**src/rtl/mod_count_sequencer.sv**
```systemverilog
// Modulo-N counter sequencer: steps one counter through a programmable table
// of {modulus, repetitions} phases, with a start/done handshake and abort.
module mod_count_sequencer #(
   parameter int W          = 8,
   parameter int NUM_PHASES = 4,
   parameter int PW         = 2
) (
   input  logic          clk_i,
   input  logic          rst_ni,
   input  logic          cfg_we_i,
   input  logic [PW-1:0] cfg_idx_i,
   input  logic [W-1:0]  cfg_mod_i,
   input  logic [7:0]    cfg_reps_i,
   input  logic          start_i,
   input  logic          pause_i,
   input  logic          abort_i,
   output logic [W-1:0]  count_o,
   output logic [PW-1:0] phase_o,
   output logic          wrap_o,
   output logic          busy_o,
   output logic          done_o
);

   typedef enum logic [1:0] {
      S_IDLE = 2'd0,
      S_LOAD = 2'd1,
      S_RUN  = 2'd2,
      S_DONE = 2'd3
   } state_e;

   localparam logic [PW-1:0] LAST_PHASE = PW'(NUM_PHASES - 1);
   localparam logic [PW-1:0] PHASE_ONE  = PW'(1);
   localparam logic [W-1:0]  CNT_ONE    = W'(1);
   localparam logic [7:0]    REP_ONE    = 8'd1;

   // Phase table
   logic [W-1:0] tab_mod_q  [NUM_PHASES];
   logic [7:0]   tab_reps_q [NUM_PHASES];

   // Control and datapath state
   state_e        state_q,    state_d;
   logic [W-1:0]  count_q,    count_d;
   logic [W-1:0]  act_mod_q,  act_mod_d;
   logic [7:0]    act_reps_q, act_reps_d;
   logic [7:0]    rep_cnt_q,  rep_cnt_d;
   logic [PW-1:0] phase_q,    phase_d;
   logic          wrap_q,     wrap_d;
   logic          busy_q,     busy_d;
   logic          done_q,     done_d;

   logic [W-1:0]  entry_mod;
   logic [7:0]    entry_reps;
   logic          entry_en;
   logic          last_phase;
   logic          at_top;
   logic          last_rep;

   assign entry_mod  = tab_mod_q[phase_q];
   assign entry_reps = tab_reps_q[phase_q];
   assign entry_en   = (entry_mod != '0) && (entry_reps != '0);
   assign last_phase = (phase_q == LAST_PHASE);
   // Wrap decisions use only the latched values so table writes never disturb a running phase.
   assign at_top     = (count_q == act_mod_q - CNT_ONE);
   assign last_rep   = (rep_cnt_q == act_reps_q - REP_ONE);

   // NOTE: the table is cleared on reset on purpose; an all-zero table means
   // every phase is disabled, so its reset value is architecturally visible.
   always_ff @(posedge clk_i) begin
      if (!rst_ni) begin
         for (int i = 0; i < NUM_PHASES; i++) begin
            tab_mod_q[i]  <= '0;
            tab_reps_q[i] <= '0;
         end
      end else if (cfg_we_i && (cfg_idx_i <= LAST_PHASE)) begin
         tab_mod_q[cfg_idx_i]  <= cfg_mod_i;
         tab_reps_q[cfg_idx_i] <= cfg_reps_i;
      end
   end

   // NOTE: sequential state uses non-blocking assignments so every register
   // samples the pre-edge values, independent of process ordering.
   always_ff @(posedge clk_i) begin
      if (!rst_ni) begin
         state_q <= S_IDLE;
      end else begin
         state_q <= state_d;
      end
   end

   // NOTE: every signal written here gets a default first so no latch is inferred.
   always_comb begin
      state_d = state_q;
      if (abort_i) begin
         state_d = S_IDLE;
      end else begin
         unique case (state_q)
            S_IDLE: begin
               if (start_i) state_d = S_LOAD;
            end
            S_LOAD: begin
               if (entry_en)        state_d = S_RUN;
               else if (last_phase) state_d = S_DONE;
            end
            S_RUN: begin
               if (!pause_i && at_top && last_rep) begin
                  state_d = last_phase ? S_DONE : S_LOAD;
               end
            end
            S_DONE: begin
               state_d = S_IDLE;
            end
            default: state_d = S_IDLE;
         endcase
      end
   end

   always_comb begin
      count_d    = count_q;
      phase_d    = phase_q;
      rep_cnt_d  = rep_cnt_q;
      act_mod_d  = act_mod_q;
      act_reps_d = act_reps_q;
      wrap_d     = 1'b0;

      if (abort_i) begin
         count_d   = '0;
         phase_d   = '0;
         rep_cnt_d = '0;
      end else begin
         unique case (state_q)
            S_IDLE: begin
               if (start_i) begin
                  count_d   = '0;
                  phase_d   = '0;
                  rep_cnt_d = '0;
               end
            end
            S_LOAD: begin
               act_mod_d  = entry_mod;
               act_reps_d = entry_reps;
               count_d    = '0;
               rep_cnt_d  = '0;
               if (!entry_en && !last_phase) phase_d = phase_q + PHASE_ONE;
            end
            S_RUN: begin
               if (!pause_i) begin
                  if (at_top) begin
                     count_d   = '0;
                     wrap_d    = 1'b1;
                     rep_cnt_d = rep_cnt_q + REP_ONE;
                     if (last_rep && !last_phase) phase_d = phase_q + PHASE_ONE;
                  end else begin
                     count_d = count_q + CNT_ONE;
                  end
               end
            end
            S_DONE: begin
               count_d = '0;
               phase_d = '0;
            end
            default: begin
               count_d = '0;
               phase_d = '0;
            end
         endcase
      end

      busy_d = (state_d == S_LOAD) || (state_d == S_RUN);
      done_d = (state_d == S_DONE);
   end

   always_ff @(posedge clk_i) begin
      if (!rst_ni) begin
         count_q    <= '0;
         phase_q    <= '0;
         rep_cnt_q  <= '0;
         act_mod_q  <= '0;
         act_reps_q <= '0;
         wrap_q     <= 1'b0;
         busy_q     <= 1'b0;
         done_q     <= 1'b0;
      end else begin
         count_q    <= count_d;
         phase_q    <= phase_d;
         rep_cnt_q  <= rep_cnt_d;
         act_mod_q  <= act_mod_d;
         act_reps_q <= act_reps_d;
         wrap_q     <= wrap_d;
         busy_q     <= busy_d;
         done_q     <= done_d;
      end
   end

   assign count_o = count_q;
   assign phase_o = phase_q;
   assign wrap_o  = wrap_q;
   assign busy_o  = busy_q;
   assign done_o  = done_q;

endmodule

```
**config.mk**
```make
export PLATFORM = sky130hd
export DESIGN_NAME = mod_count_sequencer
export DESIGN_NICKNAME = d
export VERILOG_FILES = /design/src/rtl/mod_count_sequencer.sv
export SDC_FILE = /design/constraint.sdc
export NUM_CORES = 1
export LEC_CHECK = 0
export CORE_MARGIN = 2
export CORE_UTILIZATION = 55
export DETAILED_ROUTE_END_ITERATION = 7
export DONT_BUFFER_PORTS = 1
export GPL_TIMING_DRIVEN = 0
export PLACE_DENSITY = 0.7
export SYNTH_ARGS = -nofsm -noshare
export SYNTH_HDL_FRONTEND = slang
export SYNTH_SLANG_ARGS = --single-unit
```
**constraint.sdc**
```tcl
create_clock -name clk_i -period 4.13 [get_ports clk_i]
set_input_delay 0.413 -clock clk_i [delete_from_list [all_inputs] [get_ports clk_i]]
set_output_delay 0.413 -clock clk_i [all_outputs]
set_load 0.1 [all_outputs]
```
Word-level counts from Yosys, hierarchy flattened. Memory sizes are Yosys's and may differ from the RTL's. A register that Yosys moved wholly into a read port is not among the register bits. Index checks and enable logic that the tools add are counted.

Register bits: 39. RAM bits: 64. Input port bits: 24. Output and inout port bits: 13. Word-level logic and storage cells: 92. Memories kept: 2.

Memory list: tab_mod_q (depth 4, width 8, read ports 1, clocked after Yosys merged registers in 1, wr ports 4, RTL line 37) `logic [W-1:0] tab_mod_q [NUM_PHASES];`; tab_reps_q (depth 4, width 8, read ports 1, clocked after Yosys merged registers in 1, wr ports 4, RTL line 38) `logic [7:0] tab_reps_q [NUM_PHASES];`.

$add $sub $neg: 5. Magnitude comparators: 1. Equality and inequality tests: 14. Mux-type cells: 35. Bitwise operators: 3. Reductions and logical operators: 23.

Operators by type and width (count): $mux 8 (7); $pmux 8 s3 (2); $mux 2 (17); $add 8x1->8 const B (2); $eq 8x8->1 (2); $pmux 2 s4 (2); $reduce_bool 8->1 (2); $reduce_or 8->1 (2); $sub 8x1->8 const B (2); $eq 2x2->1 const B (5); $ne 2x2->1 const B (5); $mux 1 (7); $logic_and 1x1->1 (6); $reduce_and 5->1 (1); $eq 2x1->1 const B (2); $reduce_and 2->1 (2); $reduce_and 4->1 (1); $reduce_or 2->1 (2); $reduce_or 4->1 (1); $logic_not 1->1 (3); $not 1->1 (3); $reduce_bool 3->1 (1); $add 2x1->2 const B (1); $le 2x2->1 const B (1); other kinds (2) (2).

Logic depth before layout (Yosys ltp). Gate-level depths: netlist (run 1).

Depth after elaboration: 9. Gate-level depth with buffers: 13. Gate-level depth less buffers: 11.

Worst setup path after synthesis (run 1). OpenSTA, ideal clock, no wires.

Path kind: register -> register. Start point: register count_q[6], in the netlist count_o[6]. End point: register busy_q, in the netlist busy_o. Library setup time: 0.115 ns. Arrival time: 3.144 ns. Data required time: 4.015 ns. Slack: 0.871 ns. Cell stages (with the launch flop): 11. Buffers on the path: 1. Cell sequence: dfxtp_1 -> clkbuf_1 -> nand2b_1 -> o21ai_0 -> a311o_1 -> o211ai_4 -> nor3_2 -> mux2_4 -> a211oi_1 -> ha_1 -> and2_1.

Cells in the longest elaborated chain, start to end: 8. Elaborated cells on any way between the ends: 9. Classes of those cells: eq/ne: 3; mux: 3; reduce/logical: 3.

Ends and longest elaborated chain: start: declaration (RTL line 42) `logic [W-1:0] count_q, count_d;`; start signal: assignment (RTL line 183) `count_q <= count_d;`; $eq 8x8->1 (*) (RTL line 63) `assign at_top = (count_q == act_mod_q - CNT_ONE);`; $logic_and 1x1->1 (*) (2 in series) (RTL line 105) `if (!pause_i && at_top && last_rep) begin`; $mux 2 (*) (RTL line 105); $pmux 2 s4 (*) (RTL line 96) `unique case (state_q)`; $mux 2 (*) (RTL line 93) `if (abort_i) begin`; net state_d[1] (RTL line 41) `state_e state_q, state_d;`; $eq 2x1->1 / $eq 2x2->1 (equally long branches) (RTL line 168) `busy_d = (state_d == S_LOAD) || (state_d == S_RUN);`; $logic_or 1x1->1 (*) (RTL line 168); net busy_d (RTL line 48) `logic busy_q, busy_d;`; end signal: assignment (RTL line 189) `busy_q <= busy_d;`; end: declaration (RTL line 48).

The timed path passes the listed nets; every way through them passes the cells marked *. A chain may end at the register's enable or synchronous reset.

Worst setup path in the final report (run 1).
Start point: register count_q[7], in the netlist count_o[7]. End point: register busy_q, in the netlist busy_o.

Same word-level chain as after synthesis.

==> results.cfg, run 1 <==
[run_status]
status = finished clean

[final_layout]
nNetsFinal = 503
nFillCells = 783
syn_to_final_growth_pct = 6.576
regArea_um2 = 2743
multiInputGateArea_um2 = 2446
antenna-diode-count = 0
layout-drive-gt1-share = 0.07173
post-route-util = 0.6109

[place]
place_congestion = 0.8867
portBuffers = 0
dp_hpwl_mm = 7.565

[critical_path]
worst_setup_path_start_kind = flip-flop
crit_type = flip-flop to flip-flop
slowest_stage = dfxtp_1
crit_chain = xor2_1 -> a2111oi_0 -> a311o_1 -> o211ai_4 -> nor3_2 -> mux2_4 -> a211oi_1 -> ha_1 -> and2_1
path_max_fanout = 10
reg2reg_slack_ns = 0.49
cp.required_ns = 4.42
cp-end-kind = flip-flop
critPathMaxStageDelay_ns = 1.07
worstPathArrival_ns = 3.93

[min_path]
hold_class = input pin to flip-flop

[yosys]
yosysWarningCount = 0
async_flop_share = 0
synth-seq-area-share = 0.5130
synthTopCellsByArea = edfxtp_1 36%, dfxtp_1 15%, mux4_1 7.9%
syn_area_per_cell_um2 = 11.67
yosysTopAreaCellShare = 0.3595
post_synth_num_cell_types = 59
synthTopCellsByCount = 64 x edfxtp_1, 53 x and2_1, 52 x nand2_1
synth_largest_area_cell = edfxtp_1
synthAdderAreaFrac = 0.02340
synth_cells = 458
synthXorXnorAreaFrac = 0.04751
synth_edf_count = 64
synth-main-ff-cell = edfxtp_1
synth_compound_area_frac = 0.08472
synth.most_common_cell = edfxtp_1
netlist_area_um2 = 5346
synth.ff_latch_count = 105
synth_top_family_by_area = simple AND/OR/NAND/NOR gates
synth_mux_area_frac = 0.09104
syn-num-nets = 492
synthSimpleGateAreaFrac = 0.2109

[detailed_routing]
dr.pass1.iters = 4
drtIter0Drc = 124
postRouteAntennaNets = 0
vias = 3443
wl_per_cell_um = 17.75
drt-total-wl_mm = 10.70
drc = 0
routed_via_density = 5.710

[timing]
timing.slew.headroom = 0.2425
period_needed_ns = 3.645
finClkSkew_ns = 0.01880
slew_viol_final = 0
hold_violations = 0
grt_setup_unrepaired = false
tightest_slew_ns = 1.135
max_freq_ghz = 0.2744
tns_ns = 0
period_share = 0.8825
final-setup-viol-count = 0

[die]
ios = 37
initial_utilization = 0.5732
rows = 35
die_h_um = 102.6
dieArea_um2 = 10530
core-area_um2 = 9328
fp.dieW_um = 102.6

[global_route]
grt_max_degree = 21
overflow = 0
grt_use_total = 0.2184
antenna_found_initial = 0
grt_pass1_vias = 3549
grt_pass1_wl_mm = 17.40

[flow_run]
maxCapViolCount = 0

[clock_network]
cts_resized = 0
ctsRootBufferMaster = clkbuf_8
clk_latency_ns = 0.38
cts_setup_buffers = 0
postCtsHoldBufs = 0
tritoncts = built
numCtsBuffers = 9
clock_tree.buffer_depth = 2
cts_sinks = 105
htree_levels = 3
clk_pin_slew_ns = 0.12

[power_and_ir_drop]
max-vdd-ir-drop_uv = 230.5
p_leak_uw = 0.002017
pwr_density_cell_nw_per_um2 = 343.2
-- layout make-up --
type / instances / share of cell area
well taps: 129 / 0.02833
plain buffers: 25 / 0.02240
clock inverters: 7 / 0.01164
clock buffers: 9 / 0.02174
flip-flops and latches: 105 / 0.4813
inverters: 8 / 0.005270
multi-input cells: 320 / 0.4293
-- report_power, final --
group / switching, uW / internal [uW] / leakage, uW / total, uW
Combinational: 82.5 / 58.4 / 0.000967 / 141
Sequential: 26.4 / 1170 / 0.000953 / 1190
Clock: 388 / 235 / 0.0000969 / 623
Total: 497 / 1460 / 0.00202 / 1960
-- kinds of logic after synthesis --
| logic type | Yosys count |
|---|---|
| simple gates | 203 |
| flops | 105 |
| compound gates | 56 |
| buf+inv | 33 |
| xor+xnor | 29 |
| mux | 22 |
| fa+ha+maj | 10 |
-- cell usage in the layout (no fill, tap or decap), types with 4 or more instances in the layout --
| cell type | count |
|---|---|
| nor3b_1 | 4 |
| nor4_1 | 5 |
| a21oi_1 | 11 |
| mux2i_1 | 4 |
| and2_1 | 53 |
| nor3_1 | 7 |
| clkbuf_8 | 9 |
| clkbuf_1 | 19 |
| a21boi_0 | 16 |
| and3_1 | 20 |
| xor2_1 | 17 |
| dfxtp_1 | 41 |
| xnor2_1 | 12 |
| mux4_1 | 16 |
| nor2_1 | 22 |
| nand2_1 | 52 |
| a211oi_1 | 4 |
| edfxtp_1 | 64 |
| nand2b_1 | 13 |
| ha_1 | 10 |
| inv_1 | 8 |
| nand4_1 | 6 |
-- registers in the layout, summed over array words and instances (netlist names), 2 cells and up, named ones only --
name,flops
tab_reps_q,32
rep_cnt_q,8
tab_mod_q,32
state_q,2
act_reps_q,8
phase_o,2
count_o,8
act_mod_q,8
-- through the flow --
stage / cell area, um2 / power (uW) / hold slack (ns) / setup slack, ns / instances
after detailed placement: 5508 / 1358 / 0.4765 / 0.4981 / 587
final: 5698 / 1955 / 0.1113 / 0.4854 / 603
after global routing: 5698 / 2024 / 0.1016 / 0.3107 / 603
after global placement: 5508 / 1349 / 0.4708 / 0.5677 / 587
after CTS: 5698 / 1969 / 0.09468 / 0.4960 / 603
after floorplan: 5346 / 1316 / 0.4551 / 0.8714 / 458
-- final timing paths --
kind / from / end / cells after the start
max reg2reg: count_o[7] / busy_o / 9
min: pause_i / wrap_o / 1
max: count_o[7] / busy_o / 9
min reg2reg: act_reps_q[7] / act_reps_q[7] / 2
-- per-layer routing --
layer / vias to the layer above / share of wire / GRT usage
met1: 1680 / 0.42 / 0.2600
met4: 0 / 0.0095 / 0.05846
li1: 1689 / - / -
met5: - / 0 / 0
met2: 64 / 0.53 / 0.3987
met3: 10 / 0.038 / 0.04881
-- critical path, delay by kind of cell, from the launching register on --
kind | cells | cell delay [ns]
adder cells (fa/ha/maj) | 1 | 0.29
XOR/XNOR | 1 | 0.22
AO/OA/AOI/OAI | 4 | 1.25
flip-flops | 1 | 1.07
AND/OR/NAND/NOR | 2 | 0.40
multiplexers | 1 | 0.33
(Power assumes the default switching activity.)
==> inputs of run 2 (changes only) <==
--- a/config.mk
+++ b/config.mk
@@ -7,6 +7,7 @@
 export LEC_CHECK = 0
 export CORE_MARGIN = 2
 export CORE_UTILIZATION = 55
+export CTS_CLUSTER_SIZE = 8
 export DETAILED_ROUTE_END_ITERATION = 7
 export DONT_BUFFER_PORTS = 1
 export GPL_TIMING_DRIVEN = 0
==> results of run 2 <==
Final layout, timing and power as in run 1 (identical DEF).
==> inputs of run 3 (changes only) <==
--- a/config.mk
+++ b/config.mk
@@ -12,6 +12,7 @@
 export DONT_BUFFER_PORTS = 1
 export GPL_TIMING_DRIVEN = 0
 export PLACE_DENSITY = 0.7
+export SLEW_MARGIN = 25
 export SYNTH_ARGS = -nofsm -noshare
 export SYNTH_HDL_FRONTEND = slang
 export SYNTH_SLANG_ARGS = --single-unit
==> results.cfg, run 3 (synthesis gave the netlist of run 1 again) <==
[critical_path]
critical-path-top-delay-family = compound AO/OA/AOI/OAI gates
reg2reg_slack_ns = 0.48
r2r_cells = 9
worstReg2RegStart = count_o[7]
slowest_stage = dfxtp_1
reg2reg_to = busy_o
crit_chain = xor2_1 -> a2111oi_0 -> a311o_1 -> o211ai_4 -> nor3_2 -> mux2_4 -> a211oi_1 -> ha_1 -> and2_1
worst_setup_path_start_kind = flip-flop
cp.required_ns = 4.42
critPathMaxStageDelay_ns = 1.07
cp_num_buf_inv = 0
path_max_fanout = 10
worstPathArrival_ns = 3.94
cp-end-kind = flip-flop
crit_type = flip-flop to flip-flop

[timing]
slew_viol_final = 0
period_share = 0.8839
grt_setup_unrepaired = false
hold_ws_ns = 0.1112
hold_violations = 0
period_needed_ns = 3.650
final-setup-viol-count = 0
tns_ns = 0
max_freq_ghz = 0.2739
finClkSkew_ns = 0.01658
tightest_slew_ns = 1.112
timing.slew.headroom = 0.2576

[detailed_routing]
wl_per_cell_um = 17.75
wl_met2_mm = 5.671
drc = 0
wl_met1_mm = 4.486
met3_length_um = 443
postRouteAntennaNets = 0
vias = 3431
dr.pass1.iters = 4
routed_via_density = 5.690
maxUsedRoutingLayer = met4
drtIter0Drc = 125
drt-total-wl_mm = 10.70

[place]
place_congestion = 0.8867
portBuffers = 0
place_inst = 587
dp_hpwl_mm = 7.565

[die]
core-area_um2 = 9328
ios = 37
fp.dieW_um = 102.6
initial_utilization = 0.5732
die_h_um = 102.6
rows = 35
dieArea_um2 = 10530

[global_route]
overflow = 0
grt_pass1_wl_mm = 17.40
grt_max_degree = 21
grt_pass1_vias = 3549
antenna_found_initial = 0
grt_use_total = 0.2184

[clock_network]
ctsRootBufferMaster = clkbuf_8
postCtsHoldBufs = 0
clock_tree.buffer_depth = 2
cts_sinks = 105
numCtsBuffers = 9
tritoncts = built
htree_levels = 3
cts_resized = 0
cts_setup_buffers = 0
clk_latency_ns = 0.38
clk_pin_slew_ns = 0.12

[min_path]
hold_start = pause_i
hold_end = wrap_o
whs_path_depth = 1
hold_class = input pin to flip-flop

[final_layout]
syn_to_final_growth_pct = 6.740
fin_cells = 603
nFillCells = 785
antenna-diode-count = 0
nNetsFinal = 503
mostFrequentLayoutCell = edfxtp_1
layout-drive-gt1-share = 0.08017
layout_common_cells = 64 x edfxtp_1, 53 x and2_1, 52 x nand2_1
reg_top3 = tab_mod_q: 32 flops, tab_reps_q: 32 flops

[power_and_ir_drop]
p_leak_uw = 0.002020
pwr_density_cell_nw_per_um2 = 342.7
max-vdd-ir-drop_uv = 230.1

[run_status]
status = finished clean

[flow_run]
maxCapViolCount = 0
## run 3: changes by cell type in the layout (fill, tap and decap cells not counted)
| cell | change |
|---|---|
| nor3b_1 | -1 |
| dfxtp_2 | +3 |
| nor3b_2 | +1 |
| dfxtp_1 | -3 |
## run 3: worst max-delay path by stage
| stage | slack (ns) | start | cells past startpoint | endpoint |
|---|---|---|---|---|
| floorplan | 0.87 | count_o[6] | 10 | busy_o |
| global placement | 0.57 | count_o[6] | 10 | busy_o |
| detailed placement | 0.50 | count_o[6] | 10 | busy_o |
| CTS | 0.50 | count_o[6] | 10 | busy_o |
| global route | 0.31 | count_o[6] | 10 | busy_o |
| finish | 0.48 | count_o[7] | 9 | busy_o |
## run 3: power breakdown
part / internal [uW] / switching, uW / leakage [uW]
combinational: 58.6 / 82.5 / 0.000969
clock: 235 / 388 / 0.0000969
sequential: 1170 / 26.4 / 0.000955
## run 3: worst reg2reg max path, delay by kind of cell (launching register included)
kind | cells | cell delay, ns
and+or+nand+nor | 2 | 0.41
DFF | 1 | 1.07
adders and majority gates | 1 | 0.29
AOI/OAI and AO/OA | 4 | 1.25
muxes | 1 | 0.33
xor gates and xnor gates | 1 | 0.23
## run 3: metal layers
layer  vias up  GRT usage
met3        10    0.04881
met5         -          0
met4         0    0.05846
met2        70     0.3987
met1      1664     0.2600
li1       1687          -
## run 3: cell type report
cell class                      instances  area (um2)  area share
Sequential cell                       105        2746      0.4813
Multi-Input combinational cell        320        2451      0.4295
Tap cell                              129       161.4     0.02828
Buffer                                 25       127.6     0.02236
Clock buffer                            9       123.9     0.02171
Clock inverter                          7       66.31     0.01162
Inverter                                8       30.03    0.005262
## run 3: metrics by stage
stage	utilization	instance area [um2]	total power (uW)	setup slack [ns]
after floorplan	-	5346	1316	0.8714
after global placement	0.5905	5508	1349	0.5677
after detailed placement	0.5906	5509	1358	0.4981
after CTS	0.6110	5699	1969	0.4960
after global routing	0.6118	5707	2024	0.3105
final	0.6118	5707	1956	0.4796
